`src/rtl/dac_gen_pkg.sv`:
```
// Shared constants, encodings and the waveform sample function for the
// DAC waveform generator.
package dac_gen_pkg;

  localparam int unsigned DAC_W = 12;
  localparam int unsigned OVR_W = 8;

  typedef enum logic [1:0] {
    MODE_DC  = 2'd0,
    MODE_SAW = 2'd1,
    MODE_TRI = 2'd2,
    MODE_SQR = 2'd3
  } mode_e;

  typedef enum logic [1:0] {
    ST_IDLE      = 2'd0,
    ST_WAIT_TICK = 2'd1,
    ST_ISSUE     = 2'd2,
    ST_WAIT_DONE = 2'd3
  } state_e;

  // Map a phase to a sample; the triangle folds the upper half downward.
  function automatic logic [DAC_W-1:0] wave_sample(input mode_e mode,
                                                   input logic [DAC_W-1:0] phase,
                                                   input logic [DAC_W-1:0] level);
    logic [DAC_W-1:0] ramp;
    logic [DAC_W-1:0] smp;
    ramp = {phase[DAC_W-2:0], 1'b0};
    case (mode)
      MODE_DC:  smp = level;
      MODE_SAW: smp = phase;
      MODE_TRI: smp = phase[DAC_W-1] ? ~ramp : ramp;
      MODE_SQR: smp = phase[DAC_W-1] ? '0 : level;
      default:  smp = '0;
    endcase
    return smp;
  endfunction

endpackage

```
`src/rtl/dac_waveform_gen_sample_tick.sv`:
```
// Sample-period divider: counts 0..DIV-1 while enabled and flags the wrap
// cycle; disabling clears the count synchronously.
module sample_tick #(
  parameter int unsigned DIV = 1000
) (
  input  logic clk,
  input  logic rst_n,
  input  logic en,
  output logic tick_c
);

  localparam int unsigned CNT_W = $clog2(DIV);
  localparam logic [CNT_W-1:0] LAST = CNT_W'(DIV - 1);

  logic [CNT_W-1:0] cnt_q, cnt_d;

  always_comb tick_c = en && (cnt_q == LAST);

  always_comb begin
    cnt_d = cnt_q + CNT_W'(1);
    if (!en || tick_c) cnt_d = '0;
  end

  always_ff @(posedge clk or negedge rst_n) begin
    if (!rst_n) cnt_q <= '0;
    else        cnt_q <= cnt_d;
  end

endmodule

```
`src/rtl/dac_waveform_gen.sv`:
```
// Fixed-rate waveform source feeding the DAC writer through a set/busy
// handshake, counting samples dropped while a write is still in flight.
module dac_waveform_gen
  import dac_gen_pkg::*;
#(
  parameter int unsigned SAMPLE_DIV = 1000
) (
  input  logic             clk,
  input  logic             rst_n,
  input  logic             enable,
  input  logic [1:0]       mode,
  input  logic [11:0]      step,
  input  logic [11:0]      level,
  input  logic             busy,
  output logic [11:0]      dac,
  output logic             set,
  output logic [7:0]       overrun_count
);

  state_e           state_q, state_d;
  logic [DAC_W-1:0] phase_q, phase_d;
  logic [DAC_W-1:0] dac_q, dac_d;
  logic             set_q, set_d;
  logic [OVR_W-1:0] ovr_q, ovr_d;
  logic             tick_c;
  logic             drop_c;

  sample_tick #(.DIV(SAMPLE_DIV)) u_tick (
    .clk    (clk),
    .rst_n  (rst_n),
    .en     (enable),
    .tick_c (tick_c)
  );

  always_ff @(posedge clk or negedge rst_n) begin
    if (!rst_n) state_q <= ST_IDLE;
    else        state_q <= state_d;
  end

  always_comb begin
    state_d = state_q;
    case (state_q)
      ST_IDLE:      if (enable) state_d = ST_WAIT_TICK;
      ST_WAIT_TICK: begin
        if (tick_c)       state_d = ST_ISSUE;
        else if (!enable) state_d = ST_IDLE;
      end
      ST_ISSUE:     if (busy) state_d = ST_WAIT_DONE;
      ST_WAIT_DONE: if (!busy) state_d = enable ? ST_WAIT_TICK : ST_IDLE;
      default:      state_d = ST_IDLE;
    endcase
  end

  // Phase keeps advancing on dropped ticks so output frequency is preserved.
  always_comb begin
    phase_d = phase_q;
    dac_d   = dac_q;
    set_d   = set_q;
    ovr_d   = ovr_q;
    drop_c  = tick_c && ((state_q == ST_ISSUE) || (state_q == ST_WAIT_DONE));

    if (!enable)     phase_d = '0;
    else if (tick_c) phase_d = phase_q + step;

    case (state_q)
      ST_IDLE:      set_d = 1'b0;
      ST_WAIT_TICK: begin
        if (tick_c) begin
          dac_d = wave_sample(mode_e'(mode), phase_q, level);
          set_d = 1'b1;
        end
      end
      ST_ISSUE:     if (busy) set_d = 1'b0;
      ST_WAIT_DONE: set_d = 1'b0;
      default:      set_d = 1'b0;
    endcase

    if (drop_c && (ovr_q != {OVR_W{1'b1}})) ovr_d = ovr_q + OVR_W'(1);
  end

  always_ff @(posedge clk or negedge rst_n) begin
    if (!rst_n) begin
      phase_q <= '0;
      dac_q   <= '0;
      set_q   <= 1'b0;
      ovr_q   <= '0;
    end else begin
      phase_q <= phase_d;
      dac_q   <= dac_d;
      set_q   <= set_d;
      ovr_q   <= ovr_d;
    end
  end

  assign dac           = dac_q;
  assign set           = set_q;
  assign overrun_count = ovr_q;

endmodule

```
`config.mk`:
```
export PLATFORM = sky130hd
export DESIGN_NAME = dac_waveform_gen
export DESIGN_NICKNAME = d
export VERILOG_FILES = /design/src/rtl/dac_gen_pkg.sv /design/src/rtl/dac_waveform_gen_sample_tick.sv /design/src/rtl/dac_waveform_gen.sv
export SDC_FILE = /design/constraint.sdc
export NUM_CORES = 1
export LEC_CHECK = 0
export CAP_MARGIN = 0
export CORE_MARGIN = 2
export CORE_UTILIZATION = 45
export CTS_BUF_LIST = sky130_fd_sc_hd__clkbuf_16
export CTS_CLUSTER_DIAMETER = 40
export DETAILED_ROUTE_END_ITERATION = 7
export GPL_TIMING_DRIVEN = 0
export HOLD_SLACK_MARGIN = 0.05
export PLACE_DENSITY = 0.73
export SYNTH_ARGS = -nofsm -noshare
export SYNTH_HDL_FRONTEND = slang
export SYNTH_SLANG_ARGS = --single-unit
```
`constraint.sdc`:
```
create_clock -name clk -period 1.87 [get_ports clk]
set_clock_uncertainty 0.05 [all_clocks]
set_input_delay 0.4675 -clock clk [delete_from_list [all_inputs] [get_ports clk]]
set_output_delay 0.4675 -clock clk [all_outputs]
set_load 0.05 [all_outputs]
```
Yosys cells after proc, flatten, opt, wreduce, memory -nomap -nowiden
Cells that the tools add are included.
- bitwise operators: 1
- equality and inequality tests: 14
- mux-type cells: 16
- $add $sub $neg: 3
- reduce and logical (&&, ||, !) cells: 12
- operator list (cell ; number):
    $mux 12 ; 4
    $pmux 12 s4 ; 1
    $add 12x12->12 ; 1
    $not 12->12 ; 1
    $add 10x1->10 const B ; 1
    $eq 10x10->1 const B ; 1
    $mux 10 ; 1
    $mux 2 ; 5
    $add 8x1->8 const B ; 1
    $eq 2x2->1 const B ; 4
    $ne 2x2->1 const B ; 4
    $ne 8x8->1 const B ; 1
    $pmux 2 s4 ; 1
    $eq 2x1->1 const B ; 2
    $logic_not 2->1 ; 2
    $reduce_and 2->1 ; 2
    $reduce_and 4->1 ; 1
    $logic_and 1x1->1 ; 3
    $mux 1 ; 3
    $ne 3x3->1 const B ; 1
    $pmux 1 s3 ; 1
    $logic_or 1x1->1 ; 2
    $ne 2x1->1 const B ; 1
    $reduce_or 2->1 ; 1
    $logic_not 1->1 ; 1
- output and inout port bits: 21
- flip-flop bits (word level): 45
- logic and storage cells: 52
- input bits: 30

Longest topological paths before layout
- depth in word-level cells: 4
- gate-level depth with buffers: 7
- depth with buffers taken out: 7

Cells and area by module
From an unflattened synthesis, not the netlist that was laid out.
- cells, all modules: 336
- area, all modules: 2944.1 sq um
- modules (own cells, without submodules) (module ; area an instance (sq um) ; instances ; cells an instance):
    dac_waveform_gen ; 2421.1 ; 1 ; 286
    sample_tick ; 523.0 ; 1 ; 50

Least setup slack after synthesis
Ideal clock, no wire load.
- path kind: input to register
- from: in step[0]
- to: reg phase_q[6]
- library setup time: 0.126 ns
- setup slack: -0.260 ns
- required time: 1.694 ns
- arrival: 1.954 ns
- cell stages on the path: 7
- path through: ha_1 -> fa_1 -> a21oi_1 -> o21ai_0 -> a21oi_1 -> nor4b_1 -> a311o_1
- word-level cells in the longest chain between the ends: 3
- RTL lines (item ; RTL line ; RTL):
    start, declared ; dac_waveform_gen.sv:12 ; input logic [11:0] step,
    $add 12x12->12 ; dac_waveform_gen.sv:63 ; else if (tick_c) phase_d = phase_q + step;
    $mux 12 ; dac_waveform_gen.sv:63 ;
    $mux 12 ; dac_waveform_gen.sv:62 ; if (!enable) phase_d = '0;
    end signal, assigned ; dac_waveform_gen.sv:88 ; phase_q <= phase_d;
    end, declared ; dac_waveform_gen.sv:21 ; logic [DAC_W-1:0] phase_q, phase_d;
Every way passes these cells. The select of a mux whose other input is x is not followed.
A chain may end at the register's enable or synchronous reset.

Worst setup path after layout
- from: reg phase_q[0]
- to: reg phase_q[6]
- word-level cells in the longest chain between the ends: 3
- RTL lines (item ; RTL line):
    $add 12x12->12 ; dac_waveform_gen.sv:63
    $mux 12 ; dac_waveform_gen.sv:63
    $mux 12 ; dac_waveform_gen.sv:62
Every way passes these cells. The select of a mux whose other input is x is not followed.

==> results.json <==
{
  "initial_core_util_pct": 46.6,
  "yosysWarnings": 0,
  "clk_pin_slew_worst_paths_ps": 70,
  "irDropWorstVdd_mv": 0.345,
  "ys_top_cells_by_area": "dfrtp_1, ha_1, mux2_2",
  "cp_top_family": "compound AO/OA/AOI/OAI gates",
  "reg2reg_depth": 7,
  "final_common_cell": "dfrtp_1",
  "dp_hpwl_um": 5270,
  "die_y_um": 85.3,
  "design_area_um2": 4150,
  "synth_area_leader_cell": "dfrtp_1",
  "drt_wl_total_um": 8170,
  "r2r_start": "phase_q[0]",
  "cts_sinks": 45,
  "postCtsHoldBufs": 0,
  "n_antenna_cell": 0,
  "grt.met2_usage_pct": 35.9,
  "die_area_um2": 7280,
  "cp_num_cells": 7,
  "violations": "setup timing",
  "drive_above_1_share_pct": 26.6,
  "placed_area_um2": 3620,
  "worst-path-buf-inv": 0,
  "max_stage_delay_ps": 420,
  "grtUsageTotal_pct": 22.1,
  "viasPerCell": 5.92,
  "htree_levels": 2,
  "drt_pass1_iterations": 4,
  "layout_common_cells": "dfrtp_1, nand2_1, dlygate4sd2_1, buf_4, o21ai_0",
  "synthesis.area_um2": 2970,
  "clockBufferDepth": 2,
  "syn2layout_area_growth_pct": 39.6,
  "synth-main-ff-cell": "dfrtp_1",
  "fin_util_pct": 65.0,
  "num_rows": 29,
  "worstPathCellList": "ha_4 > fa_2 > a21oi_4 > o21ai_2 > a21oi_2 > nor4b_2 > a311o_1",
  "cp-start-kind": "flip-flop",
  "cap_violations": 0,
  "cts_buffers": 5,
  "ys_types": 55,
  "drc_errors": 0,
  "critical_path.endpoint_type": "flip-flop",
  "slew_headroom_pct": 66.8,
  "fin_nets": 427,
  "worst_slack_ps": -127,
  "grt_start_max_net_pins": 31,
  "slew_violations": 0,
  "coreArea_um2": 6390,
  "ys_seq_area_share_pct": 37.9,
  "syn_nets": 351,
  "crit_fanout": 4,
  "antenna_found_initial": 0,
  "async_flop_share_pct": 100,
  "critPathSlowestCell": "dfrtp_2",
  "cellLeakagePower_nw": 1.88,
  "use_met1_pct": 29.0,
  "netlist_instances": 307,
  "ys_seq_elements": 45,
  "ios": 51,
  "avgSynthCellArea_um2": 9.69,
  "status": "finished with violations",
  "grt_overflow": 0,
  "num_vias": 2728,
  "layout_min_cycle_time_ps": 2000,
  "synth-edff-count": 0,
  "grt_pass1_wl_um": 12800,
  "setup_viol_count_final": 7,
  "gp_congestion": 0.913,
  "synth_top_cell_area_share_pct": 37.9,
  "power_density_nw_per_um2": 515,
  "hold_class": "in -> async",
  "postRouteAntennaNets": 0,
  "grt_setup_unrepaired": "true",
  "busiest_layer": "met2",
  "post_drt_wl_per_cell_um": 17.7,
  "grt_use_met3_pct": 4.28,
  "drtIter0Drc": 127,
  "worstPathArrival_ps": 2120,
  "hold_viol_final": 0,
  "die_w_um": 85.3,
  "worst_pin_slew_ps": 500,
  "io_buffers": 48,
  "worstSetupPathType": "reg -> reg",
  "root_buffer": "clkbuf_16",
  "min_period_over_period_pct": 107,
  "reg2reg_slack_ps": -130,
  "worstSkewPairLatency_ps": 290,
  "cp.required_ps": 1990,
  "grt_pass1_vias": 2638,
  "r2r_end": "phase_q[6]",
  "cts_tree": "done",
  "fmaxAchievable_mhz": 501
}
[power by group]
part | internal [mW] | switching [mW]
clock | 0.491 | 0.386
sequential | 0.980 | 0.00833
combinational | 0.137 | 0.138
[repair_timing]
| item | 4_1_cts | 5_1_grt |
|---|---|---|
| gates resized for setup | 73 | 19 |
| endpoints found under the setup margin | 36 | 22 |
| pin swaps | 21 | 15 |
| buffers inserted | 12 | 9 |
[logic make-up after synthesis]
kind of cell | count (synthesis) | share of synthesized area (%)
AND/OR/NAND/NOR | 108 | 20.5
buffers and inverters | 20 | 3.74
flip-flops | 45 | 37.9
adder cells (fa/ha/maj) | 14 | 6.14
multiplexers | 24 | 8.62
XOR/XNOR | 19 | 5.60
AO/OA/AOI/OAI | 77 | 17.5
[state kept, by name (all words and copies together), names as in the netlist, named ones only]
name	cells
u_tick.cnt_q	10
state_q	1
dac	12
overrun_count	8
phase_q	12
set	1
[final cells by class]
class	instances	area [um^2]
fillers	524	2230
multi-input cells	242	2010
flip-flops and latches	45	1130
repair buffers	70	651
clock buffers	5	125
plain buffers	16	109
well taps	77	96.3
clock inverters	3	17.5
inverters	3	11.3
[stage by stage]
| step | power [mW] | TNS (ps) | hold WS [ps] | worst slack [ps] | std cells |
|---|---|---|---|---|---|
| after CTS | 2.14 | -266 | 59.8 | -96.8 | 453 |
| after global placement | 1.24 | -55440 | 419 | -1030 | 432 |
| after floorplan | 1.13 | -161 | 122 | -53.4 | 307 |
| after detailed placement | 1.25 | -10200 | 366 | -726 | 433 |
| final | 2.14 | -494 | 43.2 | -127 | 461 |
| after global routing | 2.23 | -968 | 83.1 | -198 | 461 |
[routing by layer]
layer / vias to the layer above / wire (um)
met2: 94 / 3980
met1: 1318 / 3630
met4: 0 / 159
met5: - / 0
li1: 1300 / -
met3: 16 / 398
[worst max-delay path by stage]
stage          slack [ps]       start          endpoint
2_1_floorplan         -50     step[0]        phase_q[8]
3_3_place_gp        -1030       rst_n  overrun_count[3]
3_5_place_dp         -730     step[0]       phase_q[10]
4_1_cts              -100  phase_q[0]        phase_q[8]
5_1_grt              -200  phase_q[0]        phase_q[6]
6_report             -130  phase_q[0]        phase_q[6]
[Yosys cell counts, drive strengths merged (2+ instances only)]
library cell / n
buf: 8
clkbuf: 9
a211o: 2
and3: 11
and2: 5
inv: 3
a211oi: 3
nand2: 37
ha: 13
dfrtp: 45
xor2: 6
nor4b: 4
nor3b: 2
and4: 2
a21boi: 5
nor2: 15
o21ai: 31
a21o: 2
or4b: 2
o211ai: 2
a21oi: 12
o221ai: 12
o2111a: 2
nand3: 11
xnor2: 13
mux2i: 11
mux2: 13
nand4: 10
or4: 2
Note: power is estimated with default switching activity, not from simulation.
